## src/rtl/huffman_code_ctrl.sv

```systemverilog
// Huffman code-construction sequencer for a 6-symbol coder: captures counts, runs five
// scan/merge rounds over one shared compare datapath and publishes per-symbol codes and masks.
module huffman_code_ctrl #(
    parameter int CW = 8,
    parameter int SW = 11,
    parameter int HW = 8
) (
    input  logic          clk,
    input  logic          reset,
    input  logic          CNT_valid,
    input  logic [CW-1:0] CNT1,
    input  logic [CW-1:0] CNT2,
    input  logic [CW-1:0] CNT3,
    input  logic [CW-1:0] CNT4,
    input  logic [CW-1:0] CNT5,
    input  logic [CW-1:0] CNT6,
    output logic          busy,
    output logic          code_valid,
    output logic [HW-1:0] HC1,
    output logic [HW-1:0] HC2,
    output logic [HW-1:0] HC3,
    output logic [HW-1:0] HC4,
    output logic [HW-1:0] HC5,
    output logic [HW-1:0] HC6,
    output logic [HW-1:0] M1,
    output logic [HW-1:0] M2,
    output logic [HW-1:0] M3,
    output logic [HW-1:0] M4,
    output logic [HW-1:0] M5,
    output logic [HW-1:0] M6
);

    typedef enum logic [1:0] {
        IDLE  = 2'd0,
        SCAN  = 2'd1,
        MERGE = 2'd2
    } state_t;

    state_t        state_q, state_d;
    logic [CW-1:0] cnt [1:6];

    logic [SW-1:0] sum_q [1:6];
    logic [SW-1:0] sum_d [1:6];
    logic [6:1]    act_q, act_d;
    logic [2:0]    g_q   [1:6];
    logic [2:0]    g_d   [1:6];
    logic [2:0]    len_q [1:6];
    logic [2:0]    len_d [1:6];
    logic [HW-1:0] hc_q  [1:6];
    logic [HW-1:0] hc_d  [1:6];
    logic [HW-1:0] m_q   [1:6];
    logic [HW-1:0] m_d   [1:6];

    logic [2:0]    round_q, round_d;
    logic [2:0]    idx_q, idx_d;
    logic [2:0]    min1_q, min1_d;
    logic [2:0]    min2_q, min2_d;
    logic [SW-1:0] min1s_q, min1s_d;
    logic [SW-1:0] min2s_q, min2s_d;
    logic          busy_q, busy_d;
    logic          cv_q, cv_d;

    logic [SW-1:0] cand;
    logic [2:0]    mrg_id;
    logic [2:0]    oth_id;

    assign cnt[1] = CNT1;
    assign cnt[2] = CNT2;
    assign cnt[3] = CNT3;
    assign cnt[4] = CNT4;
    assign cnt[5] = CNT5;
    assign cnt[6] = CNT6;

    // The merged group keeps the lower id so surviving ids stay packed toward 1.
    assign mrg_id = (min1_q < min2_q) ? min1_q : min2_q;
    assign oth_id = (min1_q < min2_q) ? min2_q : min1_q;
    assign cand   = sum_q[idx_q];

    always_comb begin
        state_d = state_q;
        sum_d   = sum_q;
        act_d   = act_q;
        g_d     = g_q;
        len_d   = len_q;
        hc_d    = hc_q;
        m_d     = m_q;
        round_d = round_q;
        idx_d   = idx_q;
        min1_d  = min1_q;
        min2_d  = min2_q;
        min1s_d = min1s_q;
        min2s_d = min2s_q;
        busy_d  = busy_q;
        cv_d    = 1'b0;

        case (state_q)
            IDLE: begin
                if (CNT_valid) begin
                    for (int k = 1; k <= 6; k++) begin
                        sum_d[k] = SW'(cnt[k]);
                        g_d[k]   = 3'(k);
                        len_d[k] = 3'd0;
                        hc_d[k]  = '0;
                        m_d[k]   = '0;
                    end
                    act_d   = '1;
                    round_d = 3'd1;
                    idx_d   = 3'd1;
                    min1_d  = 3'd0;
                    min2_d  = 3'd0;
                    min1s_d = '1;
                    min2s_d = '1;
                    busy_d  = 1'b1;
                    state_d = SCAN;
                end
            end

            SCAN: begin
                // Non-strict compares: on equal sums the later (higher) id wins min1.
                if (act_q[idx_q]) begin
                    if (cand <= min1s_q) begin
                        min2_d  = min1_q;
                        min2s_d = min1s_q;
                        min1_d  = idx_q;
                        min1s_d = cand;
                    end else if (cand <= min2s_q) begin
                        min2_d  = idx_q;
                        min2s_d = cand;
                    end
                end
                idx_d = idx_q + 3'd1;
                if (idx_q == 3'd6) begin
                    state_d = MERGE;
                end
            end

            MERGE: begin
                for (int s = 1; s <= 6; s++) begin
                    if (g_q[s] == min1_q) begin
                        hc_d[s][len_q[s]] = 1'b1;
                        m_d[s][len_q[s]]  = 1'b1;
                        len_d[s]          = len_q[s] + 3'd1;
                        g_d[s]            = mrg_id;
                    end else if (g_q[s] == min2_q) begin
                        hc_d[s][len_q[s]] = 1'b0;
                        m_d[s][len_q[s]]  = 1'b1;
                        len_d[s]          = len_q[s] + 3'd1;
                        g_d[s]            = mrg_id;
                    end
                end
                sum_d[mrg_id] = min1s_q + min2s_q;
                act_d[oth_id] = 1'b0;
                min1s_d       = '1;
                min2s_d       = '1;
                idx_d         = 3'd1;
                if (round_q == 3'd5) begin
                    cv_d    = 1'b1;
                    busy_d  = 1'b0;
                    state_d = IDLE;
                end else begin
                    round_d = round_q + 3'd1;
                    state_d = SCAN;
                end
            end

            default: begin
                state_d = IDLE;
            end
        endcase
    end

    always_ff @(posedge clk or posedge reset) begin
        if (reset) begin
            state_q <= IDLE;
            for (int k = 1; k <= 6; k++) begin
                sum_q[k] <= '0;
                g_q[k]   <= '0;
                len_q[k] <= '0;
                hc_q[k]  <= '0;
                m_q[k]   <= '0;
            end
            act_q   <= '0;
            round_q <= '0;
            idx_q   <= '0;
            min1_q  <= '0;
            min2_q  <= '0;
            min1s_q <= '0;
            min2s_q <= '0;
            busy_q  <= 1'b0;
            cv_q    <= 1'b0;
        end else begin
            state_q <= state_d;
            sum_q   <= sum_d;
            g_q     <= g_d;
            len_q   <= len_d;
            hc_q    <= hc_d;
            m_q     <= m_d;
            act_q   <= act_d;
            round_q <= round_d;
            idx_q   <= idx_d;
            min1_q  <= min1_d;
            min2_q  <= min2_d;
            min1s_q <= min1s_d;
            min2s_q <= min2s_d;
            busy_q  <= busy_d;
            cv_q    <= cv_d;
        end
    end

    assign busy       = busy_q;
    assign code_valid = cv_q;
    assign HC1 = hc_q[1];
    assign HC2 = hc_q[2];
    assign HC3 = hc_q[3];
    assign HC4 = hc_q[4];
    assign HC5 = hc_q[5];
    assign HC6 = hc_q[6];
    assign M1  = m_q[1];
    assign M2  = m_q[2];
    assign M3  = m_q[3];
    assign M4  = m_q[4];
    assign M5  = m_q[5];
    assign M6  = m_q[6];

endmodule

```

## config.mk

```make
export PLATFORM = sky130hd
export DESIGN_NAME = huffman_code_ctrl
export DESIGN_NICKNAME = d
export VERILOG_FILES = /design/src/rtl/huffman_code_ctrl.sv
export SDC_FILE = /design/constraint.sdc
export NUM_CORES = 1
export LEC_CHECK = 0
export ABC_AREA = 1
export BUFFER_PORTS_ARGS = -buffer_cell sky130_fd_sc_hd__buf_4
export CAP_MARGIN = 20
export CELL_PAD_IN_SITES_DETAIL_PLACEMENT = 1
export CELL_PAD_IN_SITES_GLOBAL_PLACEMENT = 1
export CORE_ASPECT_RATIO = 2
export CORE_MARGIN = 2
export CORE_UTILIZATION = 44
export DETAILED_ROUTE_END_ITERATION = 16
export PLACE_DENSITY_LB_ADDON = 0.1
export SLEW_MARGIN = 20
export SYNTH_ARGS = -nofsm -noshare
export SYNTH_HDL_FRONTEND = slang
export SYNTH_SLANG_ARGS = --single-unit
```

## constraint.sdc

```tcl
create_clock -name clk -period 8.9 [get_ports clk]
set_clock_uncertainty 0.1 [all_clocks]
set_input_delay 0.445 -clock clk [delete_from_list [all_inputs] [get_ports clk]]
set_output_delay 0.445 -clock clk [all_outputs]
set_load 0.01 [all_outputs]
```

Yosys cells after proc, flatten, opt, wreduce, memory -nomap -nowiden:

Index checks and enable logic that the tools add are counted.

* output and inout port bits: 98
* bits in registers: 242
* bits of input ports: 51
* logic and storage cells: 266

* add/subtract/negate cells: 9
* reductions and logical operators: 27
* bitwise operators: 28
* equal/unequal tests: 29
* multiplexer cells: 112
* magnitude comparators: 21

Operators by type and width (count)
* 8-bit 2-to-1 mux: 24
* 48-bit case mux with 2 select lines: 2
* 66-bit case mux with 2 select lines: 1
* 3-bit 2-to-1 mux: 34
* 11-bit 2-to-1 mux: 9
* 8-bit OR: 12
* 18-bit case mux with 2 select lines: 2
* 66-bit bitwise mux: 1
* 66-bit 2-to-1 mux: 1
* 11-bit case mux with 3 select lines: 2
* 8-bit AND: 6
* 48-bit 2-to-1 mux: 1
* 8-bit NOT: 6
* 3-bit equality test: 12
* 18-bit 2-to-1 mux: 2
* 11-bit binary-select mux with 3-bit select: 1
* 11-bit demux with 3-bit select: 1
* 3-bit by 4-bit < comparator with 1-bit output, second input constant: 8
* 3-bit by 1-bit adder with 3-bit output, second input constant: 8
* 3-bit AND reduction: 8
* 11-bit <= comparator: 2
* 1-bit demux with 3-bit select: 7
* 3-bit by 1-bit greater-or-equal comparator with 1-bit output, second input constant: 7
* 3-bit != test, second input constant: 7
* 26 further kinds: 62

Depth between registers and ports, before layout:

Gate-level depths: netlist (run 1).

* depth after elaboration: 9
* mapped depth: 23
* depth with buffers taken out: 21

Least setup slack after synthesis (run 1):

OpenSTA, ideal clock, no wires.

* kind: register to register
* from: register idx_q[2]
* to: register min2s_q[0]
* required time: 8683 ps
* cell stages (with the launch flop): 22
* path slack: 6256 ps
* clock period less this slack: 2644 ps
* buffers on the path: 3
* library setup time: 117 ps
* arrival: 2428 ps
* cells stage by stage: dfrtp_1 > clkbuf_1 > inv_1 > clkbuf_1 > nand2_1 > inv_1 > nand2_1 > nand2_1 > inv_1 > ha_1 > nand2_1 > inv_1 > nand2_1 > nor2_1 > nand2_1 > nand3_1 > nand3_1 > nor2_1 > nor2_1 > buf_2 > nand2_1 > nand2_1

* longest elaborated chain between the ends: 8
* elaborated cells between the ends (all ways): 15

Ends and longest elaborated chain
* start, declared: RTL line 55 `logic [2:0] idx_q, idx_d;`
* start signal, assigned: RTL line 200 `idx_q <= idx_d;`
* 3-bit NOT with 4-bit output (not written as such): RTL line 77 `assign cand = sum_q[idx_q];`
* 11-bit binary-select mux with 3-bit select: RTL line 77
* 11-bit 2-to-1 mux (not written as such) (2 in a row): RTL line 77
* 11-bit <= comparator or 11-bit 2-to-1 mux (tied branches): RTL line 121, 126
* 11-bit 2-to-1 mux: RTL line 121 `if (cand <= min1s_q) begin`
* 11-bit 2-to-1 mux: RTL line 120 `if (act_q[idx_q]) begin`
* 11-bit case mux with 3 select lines: RTL line 96 `case (state_q)`
* end signal, assigned: RTL line 204 `min2s_q <= min2s_d;`
* end, declared: RTL line 59 `logic [SW-1:0] min2s_q, min2s_d;`

Several ways; a longest one is shown, not always the timed one. The select of a mux whose other input is x is not followed.
A chain may end at the register's enable or synchronous reset.

Worst setup path in the final report (run 1):

* from: register idx_q[1]
* to: register min2s_q[6]

Same word-level chain as after synthesis.

==> metrics.md, run 1 <==
| Metric | Value |
|---|---|
| WL final | 49.0 mm |
| WP buf/inv | 4 |
| CP Max Fanout | 24 |
| Antenna violations before repair | 0 |
| Clock slew seen by the registers of the worst setup and hold paths | 70 ps |
| Yosys warns | 0 |
| Grt total ovfl | 0 |
| RSZ-0062 raised after global routing | no |
| Most common cell after layout, fill and taps aside | nand2_1 |
| Core ar. | 0.0309 sq mm |
| Post-Synthesis Net Count | 1930 |
| HPWL Detailed | 36.9 mm |
| Crit-path cells | inv_2 > nor2_2 > nand2_1 > nand2_1 > inv_1 > nand2_1 > nand2_1 > inv_1 > ha_1 > nand2_1 > inv_1 > nand2_1 > nor2_1 > nand2_1 > nand3_1 > nand3_1 > nor2_1 > nor2_1 > nand2_1 > nand2_1 |
| Final hold violation count | 0 |
| Drt initial violations | 575 |
| Cell count after synthesis | 1832 |
| Final worst-path cycle share | 0.542 |
| Flops & latches, synth | 242 |
| Most frequent cells in the layout | nand2_1, dfrtp_1, inv_1, buf_4, nand3_1 |
| All-Layer GR Usage | 0.303 |
| Rows | 91 |
| IO Port Bufs | 148 |
| Crit end category | register |
| Kind of critical path | reg -> reg |
| Max-cap viol count | 0 |
| Initial core utilization | 0.449 |
| Peak Freq | 207 MHz |
| Die ar. | 0.0330 sq mm |
| CP most frequent cell | nand2_1 |
| Pin count of the biggest net entering global routing | 105 |
| CTS sink cnt | 242 |
| Worst Path Required | 9260 ps |
| Routed via count | 12700 |
| Fin Setup TNS | 0 ps |
| Switching Share | 0.502 |
| DRT antenna net count | 0 |
| Leak pwr | 7.99 nW |
| Inst Count DP | 2330 |
| Comb power frac | 0.520 |
| Post-CTS resize count | 0 |
| CTS tree | yes |
| Register area share after synthesis | 0.437 |
| Netlist Area Pre-Place | 0.0138 sq mm |
| Worst slack at placement | 4170 ps |
| Global-route wire length before repair | 76.0 mm |
| CP max-delay cell | nor2_2 |
| H-tree levels | 1 |
| PwrDens | 383 mW/mm^2 |
| Post-synth EDFFs | 0 |
| Die Y | 255 um |
| Worst EP arrival | 5190 ps |
| Least-Margin Pin Slew | 1090 ps |
| Power, Total | 0.00612 W |
| Main flop type after synthesis | dfrtp_1 |
| Die Wd | 129 um |
| CTS buffer count | 25 |
| Worst hold path type | in -> reg |
| Crit-path max cell delay | 750 ps |
| Cell at the root of the clock tree | clkbuf_16 |
| Sw Pwr | 0.00307 W |
| Antenna Cells | 0 |
| Internal | 0.00305 W |
| Area grow syn2layout | 15.5% |
| DRT Pass-1 Iters | 4 |
| Area after DPL | 0.0151 sq mm |
| Vias in the first global route | 13800 |
| Clk_lat worst skew | 540 ps |
| Period minus WS final | 4820 ps |
| Vias per cell | 5.36 |
| Worst Slack Setup Final | 4080 ps |
| Post-route DRC | 0 |
| Sequential fraction of design power | 0.297 |
| # fillers | 3890 |
| Synth async-reset ratio | 1.00 |
| Top delay family on crit path | simple AND/OR/NAND/NOR gates |
| Mean routed wirelength per cell | 20.6 um |
| Slew HR | 0.272 |
| Fin cells | 2376 |
| Layout cells sized above 1 | 0.137 |
| Clock Path Buffers | 3 |
| Netlist cell types | 43 |
| Nets | 2038 |
| Mean Syn Cell Area | 7.56 sq um |
| Status | finished clean |
| Power share of the clock group | 0.182 |
| Fin. max-slew vios | 0 |
| IO Count | 149 |
| Post-route cell area | 0.0160 sq mm |
| Final GP Congestion | 0.973 |
| Worst vdd rail ir drop | 0.164 mV |
| CP startpoint kind | register |
| Setup Viol. Count Final | 0 |
==> layout make-up <==
class / instances / area (sq um) / area share
Clock inverter: 12 / 151 / 0.00947
Inverter: 197 / 752 / 0.0470
Timing Repair Buffer: 158 / 1190 / 0.0746
Clock buffer: 33 / 706 / 0.0441
Tap cell: 418 / 523 / 0.0327
Sequential cell: 242 / 6060 / 0.379
Multi-Input combinational cell: 1316 / 6610 / 0.413
==> sequential cells by signal, indices dropped and copies added (netlist names), 11 cells and up <==
| register | count |
|---|---|
| sum_q | 66 |
| min1s_q | 11 |
| g_q | 18 |
| len_q | 18 |
| min2s_q | 11 |
==> worst min-delay path, delay by kind of cell <==
family / cells / cell delay (ps)
buffers and inverters: 1 / 80
AND/OR/NAND/NOR: 2 / 140
==> synth_stat cells, types with 2 or more instances <==
library cell  count  area [sq um]
inv_4             2          12.5
dfrtp_1         242          6060
xor2_1            9          78.8
buf_1             5          18.8
o211ai_1         52           390
nand2_2           5          31.3
buf_6            10           113
buf_2            30           150
o21ai_2           2          17.5
o21ai_0         101           505
a21boi_0          4          30.0
nand3b_1          4          30.0
a31oi_1           2          12.5
inv_1           178           668
nor2_8            2          40.0
o22ai_1           2          12.5
o21ai_1          35           175
xnor2_1          35           307
nand2_8           2          40.0
nand2_4           6          67.6
nor2_1          120           450
buf_4             8          60.1
inv_2            17          63.8
clkbuf_1         21          78.8
nand3_1         149           746
nor2_2            2          12.5
or2_2            11          68.8
nand2_1         626          2350
clkbuf_2          3          15.0
nand4_1           7          43.8
nand3_2          10           100
nor2_4            6          67.6
a21oi_1          68           340
nand3_4           2          35.0
ha_1             46           576
==> timing repair <==
item	in CTS	in global routing
setup buffers	0	0
hold endpoints to repair	88	0
hold buffers	1	0
==> logic make-up after synthesis <==
kind of cell    Yosys count  synth area share
flops                   242             0.437
compound gates          271             0.111
fa+ha+maj                47            0.0430
buf+inv                 274            0.0852
xor+xnor                 44            0.0278
simple gates            954             0.296
==> metrics by stage <==
stage	util	hold slack, ps
after global routing	0.518	54.2
final	0.518	54.2
after CTS	0.518	40.0
after floorplan	-	341
after global placement	0.490	356
after detailed placement	0.490	368
==> path summary, 6_finish.rpt <==
kind                                     endpoint  slack [ps]  cells past startpoint             startpoint
max                        min2s_q[6]$_DFFE_PP0P_        4080                     20   idx_q[1]$_DFFE_PP0P_
min in group asynchronous    sum_q[4]$_DFFE_PP0P_         450                      3                  reset
max in group asynchronous  min2s_q[9]$_DFFE_PP0P_        6930                      4                  reset
min reg2reg                 sum_q[14]$_DFFE_PP0P_         380                      2  sum_q[14]$_DFFE_PP0P_
min                         sum_q[56]$_DFFE_PP0P_          50                      3                CNT1[1]
max reg2reg                min2s_q[6]$_DFFE_PP0P_        4080                     20   idx_q[1]$_DFFE_PP0P_
==> routing by layer <==
| metal | routed length (um) | vias up | GRT usage | part of all wire |
|---|---|---|---|---|
| met5 | 0 | - | 0 | 0 |
| met4 | 5230 | 0 | 0.264 | 0.11 |
| met3 | 1500 | 154 | 0.0383 | 0.031 |
| met2 | 25800 | 241 | 0.556 | 0.53 |
| met1 | 16400 | 6272 | 0.290 | 0.34 |
| li1 | - | 6062 | - | - |
==> power by group through the flow <==
stage               registers, W  logic, W  clock network (W)
global route             0.00184   0.00356            0.00117
floorplan                0.00166   0.00219                  0
detailed placement       0.00183   0.00316                  0
CTS                      0.00181   0.00318            0.00113
global placement         0.00182   0.00306                  0
finish                   0.00182   0.00318            0.00111
No activity file was read; power rests on OpenSTA's default activity.
==> run 2: changes to the inputs <==
==> constraint.sdc (replaced) <==
create_clock -name clk -period 4.9 [get_ports clk]
set_clock_uncertainty 0.1 [all_clocks]
set_input_delay 0.245 -clock clk [delete_from_list [all_inputs] [get_ports clk]]
set_output_delay 0.245 -clock clk [all_outputs]
set_load 0.01 [all_outputs]
==> metrics.md, run 2 (synthesis results as in run 1) <==
| Metric | Value |
|---|---|
| Status | finished clean |
| Clock slew seen by the registers of the worst setup and hold paths | 70 ps (about the same) |
| Largest regs | sum_q (66), g_q (18), len_q (18) |
| Layout cells sized above 1 | 0.137 (-0.000216) |
| Die Y | 255 um (unchanged) |
| CP startpoint kind | register |
| Post-route DRC | 0 (unchanged) |
| Inst Count DP | 2342 (+0.52%) |
| Worst slack at placement | 993 ps (-3180 ps) |
| Worst vdd rail ir drop | 0.290 mV (+77%) |
| Setup Viol. Count Final | 0 (unchanged) |
| CP max-delay cell | dfrtp_1 |
| Worst hold path type | in -> reg |
| Crit end category | register |
| Fin cells | 2424 (+2.0%) |
| DRT Pass-1 Iters | 5 (+1) |
| Fin. max-slew vios | 0 (unchanged) |
| PwrDens | 686 mW/mm^2 (+79%) |
| Vias in the first global route | 14400 (+4.5%) |
| Least-Margin Pin Slew | 963 ps (-125 ps) |
| Clk_lat worst skew | 530 ps (about the same) |
| Most common cell after layout, fill and taps aside | nand2_1 |
| CTS tree | yes |
| Antenna violations before repair | 3 (+3) |
| Vias per cell | 5.43 (+1.3%) |
| Kind of critical path | reg -> reg |
| Final GP Congestion | 1.05 (+7.4%) |
| Grt total ovfl | 0 (unchanged) |
| Mean routed wirelength per cell | 21.2 um (+3.1%) |
| IO Count | 149 (unchanged) |
| # fillers | 3892 (+0.051%) |
| HPWL Detailed | 38.2 mm (+3.4%) |
| Top delay family on crit path | simple AND/OR/NAND/NOR gates |
| RSZ-0062 raised after global routing | no |
| Power, Total | 0.0112 W (+84%) |
| Worst Slack Setup Final | 893 ps (-3180 ps) |
| Peak Freq | 250 MHz (+20%) |
| Crit-path max cell delay | 760 ps (about the same) |
| DRT antenna net count | 0 (unchanged) |
| Pin count of the biggest net entering global routing | 119 (+13%) |
| Worst EP arrival | 4310 ps (-880 ps) |
| Biggest register | sum_q |
| Routed via count | 13200 (+3.3%) |
| Die ar. | 0.0330 sq mm (unchanged) |
| Area grow syn2layout | 18.5% |
| Die Wd | 129 um (unchanged) |
| All-Layer GR Usage | 0.320 (+0.0170) |
| Max reg flops | 66 (unchanged) |
| WP buf/inv | 5 (+1) |
| Core ar. | 0.0309 sq mm (unchanged) |
| Global-route wire length before repair | 79.9 mm (+5.2%) |
| Cell at the root of the clock tree | clkbuf_16 |
| Leak pwr | 8.18 nW (+2.3%) |
| IO Port Bufs | 148 (unchanged) |
| Clock Path Buffers | 3 (unchanged) |
| Layout Utilization | 0.532 (+0.0137) |
| CTS sink cnt | 242 (unchanged) |
| CTS buffer count | 24 (-4.0%) |
| Post-CTS Setup Bufs | 0 (unchanged) |
| Worst Path Required | 5210 ps (-4050 ps) |
| Period minus WS final | 4010 ps (-817 ps) |
| Initial core utilization | 0.449 (unchanged) |
| CP Max Fanout | 19 (-21%) |
| Most frequent cells in the layout | nand2_1, dfrtp_1, inv_1, buf_4, nand3_1 |
| Final worst-path cycle share | 0.818 (+0.276) |
| Drt initial violations | 515 (-10%) |
| Final hold violation count | 0 (unchanged) |
| CP most frequent cell | nand2_1 |
| Max-cap viol count | 0 (unchanged) |
| WL final | 51.5 mm (+5.2%) |
| Fin Setup TNS | 0 ps (unchanged) |
| Crit-path cells | inv_2 > nor2_2 > buf_4 > nand2_1 > nand2_1 > inv_1 > nand2_1 > nand2_1 > inv_1 > ha_1 > nand2_1 > nand2_1 > a21oi_1 > nand3_1 > nand2_1 > inv_1 > nand2_1 > nand2_1 > nand2_1 > o21ai_0 |
| Rows | 91 (unchanged) |
| Nets | 2088 (+2.5%) |
| H-tree levels | 1 (unchanged) |
| Slew HR | 0.356 (+0.0838) |
==> run 2: final timing paths <==
kind	start	to	slack, ps	cells after the start
worst min register to register	sum_q[25]$_DFFE_PP0P_	sum_q[25]$_DFFE_PP0P_	370	2
worst max-delay path	idx_q[1]$_DFFE_PP0P_	min1_q[2]$_DFFE_PP0P_	890	20
min in group asynchronous	reset	sum_q[12]$_DFFE_PP0P_	360	3
max in group asynchronous	reset	g_q[2]$_DFFE_PP0P_	3160	4
worst max register to register	idx_q[1]$_DFFE_PP0P_	min1_q[2]$_DFFE_PP0P_	890	20
worst min-delay path	CNT1[3]	sum_q[58]$_DFFE_PP0P_	30	4
==> run 2: worst reg2reg max path, delay by kind of cell, from the launching register on <==
| family | cells | cell delay, ps |
|---|---|---|
| buffers and inverters | 5 | 930 |
| AO/OA/AOI/OAI | 2 | 300 |
| AND/OR/NAND/NOR | 12 | 1510 |
| adder cells (fa/ha/maj) | 1 | 280 |
| flip-flops | 1 | 760 |
==> run 2: per-layer routing <==
layer | up-vias | global-route usage | routed length (um)
li1 | 6145 | - | -
met5 | - | 0 | 25
met3 | 186 | 0.0412 | 1570
met2 | 293 | 0.594 | 27800
met4 | 4 | 0.264 | 5190
met1 | 6523 | 0.306 | 16900
==> run 2: layout make-up <==
cell class              instances  area (sq um)  area share
clock inverters                 7          91.3     0.00557
inverters                     197           748      0.0456
clock buffers                  34           699      0.0426
multi-input cells            1316          6610       0.403
well taps                     418           523      0.0319
diodes                          1          2.50    0.000153
flip-flops and latches        242          6060       0.369
repair buffers                209          1680       0.102
==> run 2: timing repair <==
item | 4_1_cts | 5_1_grt
hold buffers | 40 | 0
gates resized for setup | 0 | 0
endpoints found under the hold margin | 75 | 0
==> run 2: power by group <==
group	switching (W)	total (W)	internal [W]
clock network	0.000809	0.00191	0.00110
registers	0.000731	0.00332	0.00259
logic	0.00413	0.00602	0.00189
==> run 2: stage by stage <==
| step | area [sq um] | hold slack (ps) |
|---|---|---|
| 2_1_floorplan | 13800 | 306 |
| 3_3_place_gp | 15200 | 356 |
| 3_5_place_dp | 15200 | 361 |
| 4_1_cts | 16400 | 0.436 |
| 5_1_grt | 16400 | 31.6 |
| 6_report | 16400 | 25.5 |
